### config.mk
export PLATFORM = sky130hd
export DESIGN_NAME = boot_load_ctrl
export DESIGN_NICKNAME = d
export VERILOG_FILES = /design/src/rtl/boot_load_ctrl_pkg.sv /design/src/rtl/boot_timeout_cnt.sv /design/src/rtl/boot_load_ctrl.sv
export SDC_FILE = /design/constraint.sdc
export NUM_CORES = 1
export LEC_CHECK = 0
export CAP_MARGIN = 30
export CELL_PAD_IN_SITES_DETAIL_PLACEMENT = 0
export CELL_PAD_IN_SITES_GLOBAL_PLACEMENT = 1
export CORE_MARGIN = 1.5
export CORE_UTILIZATION = 32
export CTS_CLUSTER_DIAMETER = 40
export DETAILED_ROUTE_END_ITERATION = 16
export GPL_TIMING_DRIVEN = 0
export PLACE_DENSITY = 0.9
export SLEW_MARGIN = 20
export SYNTH_ARGS = -nofsm -noshare
export SYNTH_HDL_FRONTEND = slang
export SYNTH_HIERARCHICAL = 1
export SYNTH_SLANG_ARGS = --single-unit
### constraint.sdc
create_clock -name clk27mhz -period 3.5 [get_ports clk27mhz]
set_input_delay 1.05 -clock clk27mhz [delete_from_list [all_inputs] [get_ports clk27mhz]]
set_output_delay 1.05 -clock clk27mhz [all_outputs]
set_load 0.03 [all_outputs]
### src/rtl/boot_load_ctrl_pkg.sv
// Shared definitions for the boot image loader.
//   state_e        : 3-bit FSM state encoding
//   WORD_W         : memory / loader word width in bits
//   BYTES_PER_WORD : byte stride between consecutive words
//   word_addr()    : byte address of word <idx> relative to <base>
package boot_load_ctrl_pkg;

  localparam int WORD_W         = 32;
  localparam int BYTES_PER_WORD = 4;

  typedef enum logic [2:0] {
    ST_IDLE      = 3'd0,
    ST_WAIT_WORD = 3'd1,
    ST_ISSUE     = 3'd2,
    ST_WAIT_ACK  = 3'd3,
    ST_DONE      = 3'd4,
    ST_ERR       = 3'd5
  } state_e;

  // 32-bit modulo arithmetic: an address walking past 32'hFFFF_FFFC simply wraps.
  function automatic logic [WORD_W-1:0] word_addr(input logic [WORD_W-1:0] base,
                                                  input logic [WORD_W-1:0] idx);
    return base + idx * WORD_W'(BYTES_PER_WORD);
  endfunction

endpackage

### src/rtl/boot_timeout_cnt.sv
// Clearable saturating cycle counter with a terminal flag.
//   clk_i : clock, rising edge
//   rst_i : synchronous active-high reset (counter -> 0)
//   clr_i : synchronous clear, wins over counting
//   en_i  : count one per cycle while high, saturating at LIMIT
//   hit_o : high in the cycle whose edge would bring the count to LIMIT,
//           i.e. LIMIT enabled cycles after the last clear (LIMIT >= 1)
module boot_timeout_cnt #(
  parameter int unsigned LIMIT = 2**24
) (
  input  logic clk_i,
  input  logic rst_i,
  input  logic clr_i,
  input  logic en_i,
  output logic hit_o
);

  localparam int unsigned      CNT_W    = $clog2(LIMIT + 1);
  localparam logic [CNT_W-1:0] CNT_MAX  = CNT_W'(LIMIT);
  localparam logic [CNT_W-1:0] CNT_LAST = CNT_W'(LIMIT - 1);

  logic [CNT_W-1:0] cnt_q, cnt_d;

  always_comb begin
    cnt_d = cnt_q;
    if (clr_i) begin
      cnt_d = '0;
    end else if (en_i && (cnt_q != CNT_MAX)) begin
      cnt_d = cnt_q + CNT_W'(1);
    end
  end

  always_ff @(posedge clk_i) begin
    if (rst_i) begin
      cnt_q <= '0;
    end else begin
      cnt_q <= cnt_d;
    end
  end

  // Flag one cycle early so the owner's state register and the counter
  // both reach their terminal values on the same edge.
  assign hit_o = en_i && (cnt_q >= CNT_LAST);

endmodule

### src/rtl/boot_load_ctrl.sv
// Boot image loader: copies a word stream from the SD file loader into memory
// starting at BASE_ADDR, then hands the shared memory port to the CPU.
//   clk27mhz, rst                       : clock / synchronous active-high reset
//   start                               : one-cycle pulse, begins the load (IDLE only)
//   ld_data, ld_valid, ld_ready         : loader word stream (valid/ready)
//   mem_idle, mem_ack                   : memory controller status / request accepted
//   mem_req, mem_we, mem_addr, mem_wdata: shared memory request port
//   cpu_req, cpu_we, cpu_addr, cpu_wdata, cpu_gnt : CPU requester, served only after the load
//   busy, done, err, word_cnt           : status and count of committed words
`ifndef BIN_SIZE
`define BIN_SIZE 16
`endif

module boot_load_ctrl
  import boot_load_ctrl_pkg::*;
#(
  parameter logic [31:0] BASE_ADDR   = 32'h0000_0000,
  parameter int unsigned BIN_BYTES   = `BIN_SIZE,
  parameter int unsigned TIMEOUT_CYC = 2**24
) (
  input  logic              clk27mhz,
  input  logic              rst,
  input  logic              start,
  input  logic [WORD_W-1:0] ld_data,
  input  logic              ld_valid,
  output logic              ld_ready,
  input  logic              mem_idle,
  output logic              mem_req,
  output logic              mem_we,
  output logic [WORD_W-1:0] mem_addr,
  output logic [WORD_W-1:0] mem_wdata,
  input  logic              mem_ack,
  input  logic              cpu_req,
  input  logic              cpu_we,
  input  logic [WORD_W-1:0] cpu_addr,
  input  logic [WORD_W-1:0] cpu_wdata,
  output logic              cpu_gnt,
  output logic              busy,
  output logic              done,
  output logic              err,
  output logic [WORD_W-1:0] word_cnt
);

  state_e            state_q, state_d;
  logic [WORD_W-1:0] word_cnt_q, word_cnt_d;
  logic [WORD_W-1:0] word_q, word_d;
  logic [WORD_W-1:0] cur_addr;
  logic [34:0]       bytes_after;
  logic              last_word;
  logic              to_en, to_clr, to_hit;

  assign cur_addr = word_addr(BASE_ADDR, word_cnt_q);

  // Bytes covered once the word in flight commits; widened so a huge count
  // cannot wrap and fake an early finish.
  assign bytes_after = (35'(word_cnt_q) + 35'd1) * 35'(BYTES_PER_WORD);
  assign last_word   = bytes_after >= 35'(BIN_BYTES);

  assign to_en  = (state_q == ST_WAIT_WORD) || (state_q == ST_WAIT_ACK);
  assign to_clr = (state_d != state_q);

  boot_timeout_cnt #(
    .LIMIT (TIMEOUT_CYC)
  ) u_timeout (
    .clk_i (clk27mhz),
    .rst_i (rst),
    .clr_i (to_clr),
    .en_i  (to_en),
    .hit_o (to_hit)
  );

  always_comb begin
    state_d    = state_q;
    word_cnt_d = word_cnt_q;
    word_d     = word_q;
    ld_ready   = 1'b0;
    mem_req    = 1'b0;
    mem_we     = 1'b0;
    mem_addr   = '0;
    mem_wdata  = '0;
    cpu_gnt    = 1'b0;

    unique case (state_q)
      ST_IDLE: begin
        if (start) begin
          state_d = (BIN_BYTES == 0) ? ST_DONE : ST_WAIT_WORD;
        end
      end

      // A handshake seen in the timeout cycle is honoured: the word was
      // already offered and accepted, so dropping it would lose data.
      ST_WAIT_WORD: begin
        ld_ready = 1'b1;
        if (ld_valid) begin
          word_d  = ld_data;
          state_d = ST_ISSUE;
        end else if (to_hit) begin
          state_d = ST_ERR;
        end
      end

      // Address/data are presented early; only mem_req waits for an idle controller.
      ST_ISSUE: begin
        mem_we    = 1'b1;
        mem_addr  = cur_addr;
        mem_wdata = word_q;
        if (mem_idle) begin
          mem_req = 1'b1;
          state_d = ST_WAIT_ACK;
        end
      end

      ST_WAIT_ACK: begin
        mem_req   = 1'b1;
        mem_we    = 1'b1;
        mem_addr  = cur_addr;
        mem_wdata = word_q;
        if (mem_ack) begin
          word_cnt_d = word_cnt_q + 32'd1;
          state_d    = last_word ? ST_DONE : ST_WAIT_WORD;
        end else if (to_hit) begin
          state_d = ST_ERR;
        end
      end

      // Load finished: the CPU owns the memory port, combinationally.
      ST_DONE: begin
        mem_req   = cpu_req;
        mem_we    = cpu_we;
        mem_addr  = cpu_addr;
        mem_wdata = cpu_wdata;
        cpu_gnt   = cpu_req & mem_idle;
      end

      default: begin
        // ST_ERR and unused encodings: everything quiet until reset.
      end
    endcase
  end

  // Control registers: reset to an idle, empty load.
  always_ff @(posedge clk27mhz) begin
    if (rst) begin
      state_q    <= ST_IDLE;
      word_cnt_q <= '0;
    end else begin
      state_q    <= state_d;
      word_cnt_q <= word_cnt_d;
    end
  end

  // Word holding register: data only, always rewritten before it is issued.
  always_ff @(posedge clk27mhz) begin
    word_q <= word_d;
  end

  assign busy     = (state_q == ST_WAIT_WORD) || (state_q == ST_ISSUE) ||
                    (state_q == ST_WAIT_ACK);
  assign done     = (state_q == ST_DONE);
  assign err      = (state_q == ST_ERR);
  assign word_cnt = word_cnt_q;

endmodule

==> results.md <==
- Status: finished, final reports clean
- Compound-Gate Fraction of Synth Area: 17.0%
- Area post-placement: 0.00773 mm2
- Max Freq: 0.291 GHz
- LEAKAGE: 3.37 nW
- CP Max Fanout: 10
- Area Overhead vs Synth: 50.6%
- Longest Clk Path Bufs: 2
- CP startpoint kind: flip-flop
- Initial antenna violation count: 0
- Die width: 133 um
- Crit path required time: 2.45 ns
- Syn Inst Count: 592
- Via count: 5486
- Hold Worst Slack: 0.521 ns
- Top_reg_cell synth: dfxtp_1
- Routed Antenna Nets: 0
- Post-route minimum period: 3.44 ns
- Vias in the first global route: 5140
- Hold Crit Class: reg2reg
- Hold Buf Count CTS: 0
- CTS H-tree depth: 3
- Critical Path AT: 2.39 ns
- Post-synthesis adder-cell area fraction: 0.932%
- Yosys top cell area share: 22.4%
- Routed len/inst: 17.6 um
- Worst Setup Slack post-DPL: -0.897 ns
- Period utilization: 98.4%
- Critical path type: reg2out
- Mapped cell area: 0.00537 mm2
- Remaining DRCs: 0
- Dpl hpwl: 13800 um
- Post-synthesis xor/xnor area fraction: 8.81%
- Unrepaired setup endpoints after global routing: false
- Io pins: 207
- Most common cell in the netlist: nor2_1
- Latest clock arrival within the worst-skew pair: 0.35 ns
- Design area: 0.00809 mm2
- Die area: 0.0176 mm2
- Max_cap viols: 0
- Ys async rst share: 0%
- Mean area per synthesized cell: 9.07 um2
- Top post-synthesis cells by count: nor2_1, a22o_1, dfxtp_1
- TritonCTS Buffers: 9
- Synth Area in Simple Gates: 26.9%
- Vias per cell: 5.30
- Slew Viols, Final: 0
- Worst clock skew: 0.00938 ns
- Initial DRC Count: 351
- Initial core utilization: 32.6%
- Clock sink total: 92
- Total GRT Usage: 20.6%
- Seq/Total Area, Yosys: 40.3%
- Reg area: 0.00216 mm2
- Final worst setup slack: 0.0577 ns
- Clk slew on worst S/H paths: 0.06 ns
- Mux cell area share after synthesis: 0.373%
- CTS tree: yes
- Area of the multi-input gates: 0.00292 mm2
- Ratio of cells with drive above 1 in the final layout: 7.60%
- Slew Limit Headroom: 50.3%
- GP Congestion: 0.889
- Worst-Margin Slew: 0.740 ns
- Synth top area cells: dfxtp_1, edfxtp_1, a22o_1
- Final setup vio count: 0
- Rows: 47
- Core Region: 0.0165 mm2
- GRT overflow: 0
- Crit end category: primary output
- Final hold vios: 0
- Cell Pwr Density: 293 mW/mm2
- N_diodes: 0
- Port Buffers: 206
- Die Span Y: 133 um
- Synth area leader: dfxtp_1
- Total Power: 2.37 mW
- Global-route wire length before repair: 28400 um
- Post-synth cell types: 59
- Pin count of the biggest net entering global routing: 32
- Final net count: 919
- Syn_nets: 700
- WL final: 18200 um
- Maximum VDD drop: 0.000280 V
- Main combinational cell family by area after synthesis: simple AND/OR/NAND/NOR gates
- Clk root buf: clkbuf_16
- #FFs+latches synth: 92
- First drt pass iteration count: 7
- Post-synth EDFFs: 32
- Fillers: 1570
- Synth warn: 6
-- what timing repair did --
item                       4_1_cts  5_1_grt
buffers inserted                 0        1
gates cloned                     0        0
gates resized for setup         46       36
setup endpoints to repair       68       41
hold endpoints to repair         0        0
-- kinds of logic (layout without fill, tap and decap cells) --
| group | count (synthesis) | count (layout) |
|---|---|---|
| compound gates | 121 | 121 |
| xor+xnor | 54 | 54 |
| fa+ha+maj | 4 | 4 |
| buf+inv | 62 | 286 |
| flops | 92 | 92 |
| mux | 2 | 2 |
| simple gates | 257 | 257 |
-- sequential cells by signal, indices dropped and copies added (netlist names) --
register and flops:
word_q 32, word_cnt 32, u_timeout/cnt_q 25, state_q 3
-- critical path, cell delays in order (launching register included) --
cell and delay, ns:
dfxtp_1 0.30, buf_2 0.17, nor2b_1 0.19, clkbuf_4 0.29, clkbuf_4 0.29, a22o_1 0.15, clkdlybuf4s50_1 0.66
-- worst paths after layout --
path | start | endpoint | slack, ns | cells past startpoint
max | state_q[2] | mem_wdata[16] | 0.06 | 6
min | u_timeout/cnt_q[16] | u_timeout/cnt_q[16] | 0.52 | 2
max reg2reg | state_q[0] | u_timeout/cnt_q[4] | 0.29 | 12
min reg2reg | u_timeout/cnt_q[16] | u_timeout/cnt_q[16] | 0.52 | 2
-- per-layer routing --
metal / track usage, % / wire length (um) / share of wire, % / vias up
li1: - / - / - / 2628
met1: 26.5 / 7710 / 42 / 2590
met2: 33.3 / 8550 / 47 / 232
met3: 5.13 / 1460 / 8.0 / 36
met4: 7.75 / 474 / 2.6 / 0
met5: 0 / 0 / 0 / -
-- final cells by class --
| cell class | instances | share of cell area (%) |
|---|---|---|
| multi-input cells | 438 | 36.1 |
| flip-flops and latches | 92 | 26.7 |
| plain buffers | 56 | 4.05 |
| repair buffers | 208 | 26.3 |
| clock inverters | 3 | 0.201 |
| well taps | 220 | 3.40 |
| inverters | 6 | 0.279 |
| clock buffers | 13 | 2.97 |
-- where the power goes --
part           switching [mW]  leakage, nW  internal [mW]  total (mW)
clock                   0.407        0.121          0.479       0.886
combinational           0.174         2.47          0.171       0.345
sequential            0.00989        0.776           1.13        1.14
total                   0.590         3.37           1.78        2.37
-- cells in the final DEF, fill, tap and decap left out, types with 24 or more instances in the layout --
master           netlist  layout
clkdlybuf4s50_1        0     158
nor2_1                66      66
a22o_1                62      62
dfxtp_1               60      60
nand2_1               41      41
edfxtp_1              32      32
xor2_1                31      31
clkbuf_1              32      28
dlymetal6s2s_1         0      27
nand4_1               24      24
-- metrics by stage --
stage	util [%]	std cells	setup TNS (ns)
after floorplan	-	592	0
after global placement	46.8	1018	-24.32
after detailed placement	46.9	1019	-26.07
after CTS	48.7	1035	0
after global routing	49.1	1036	0
final	49.1	1036	0
Power figures use the tool's default switching activity.
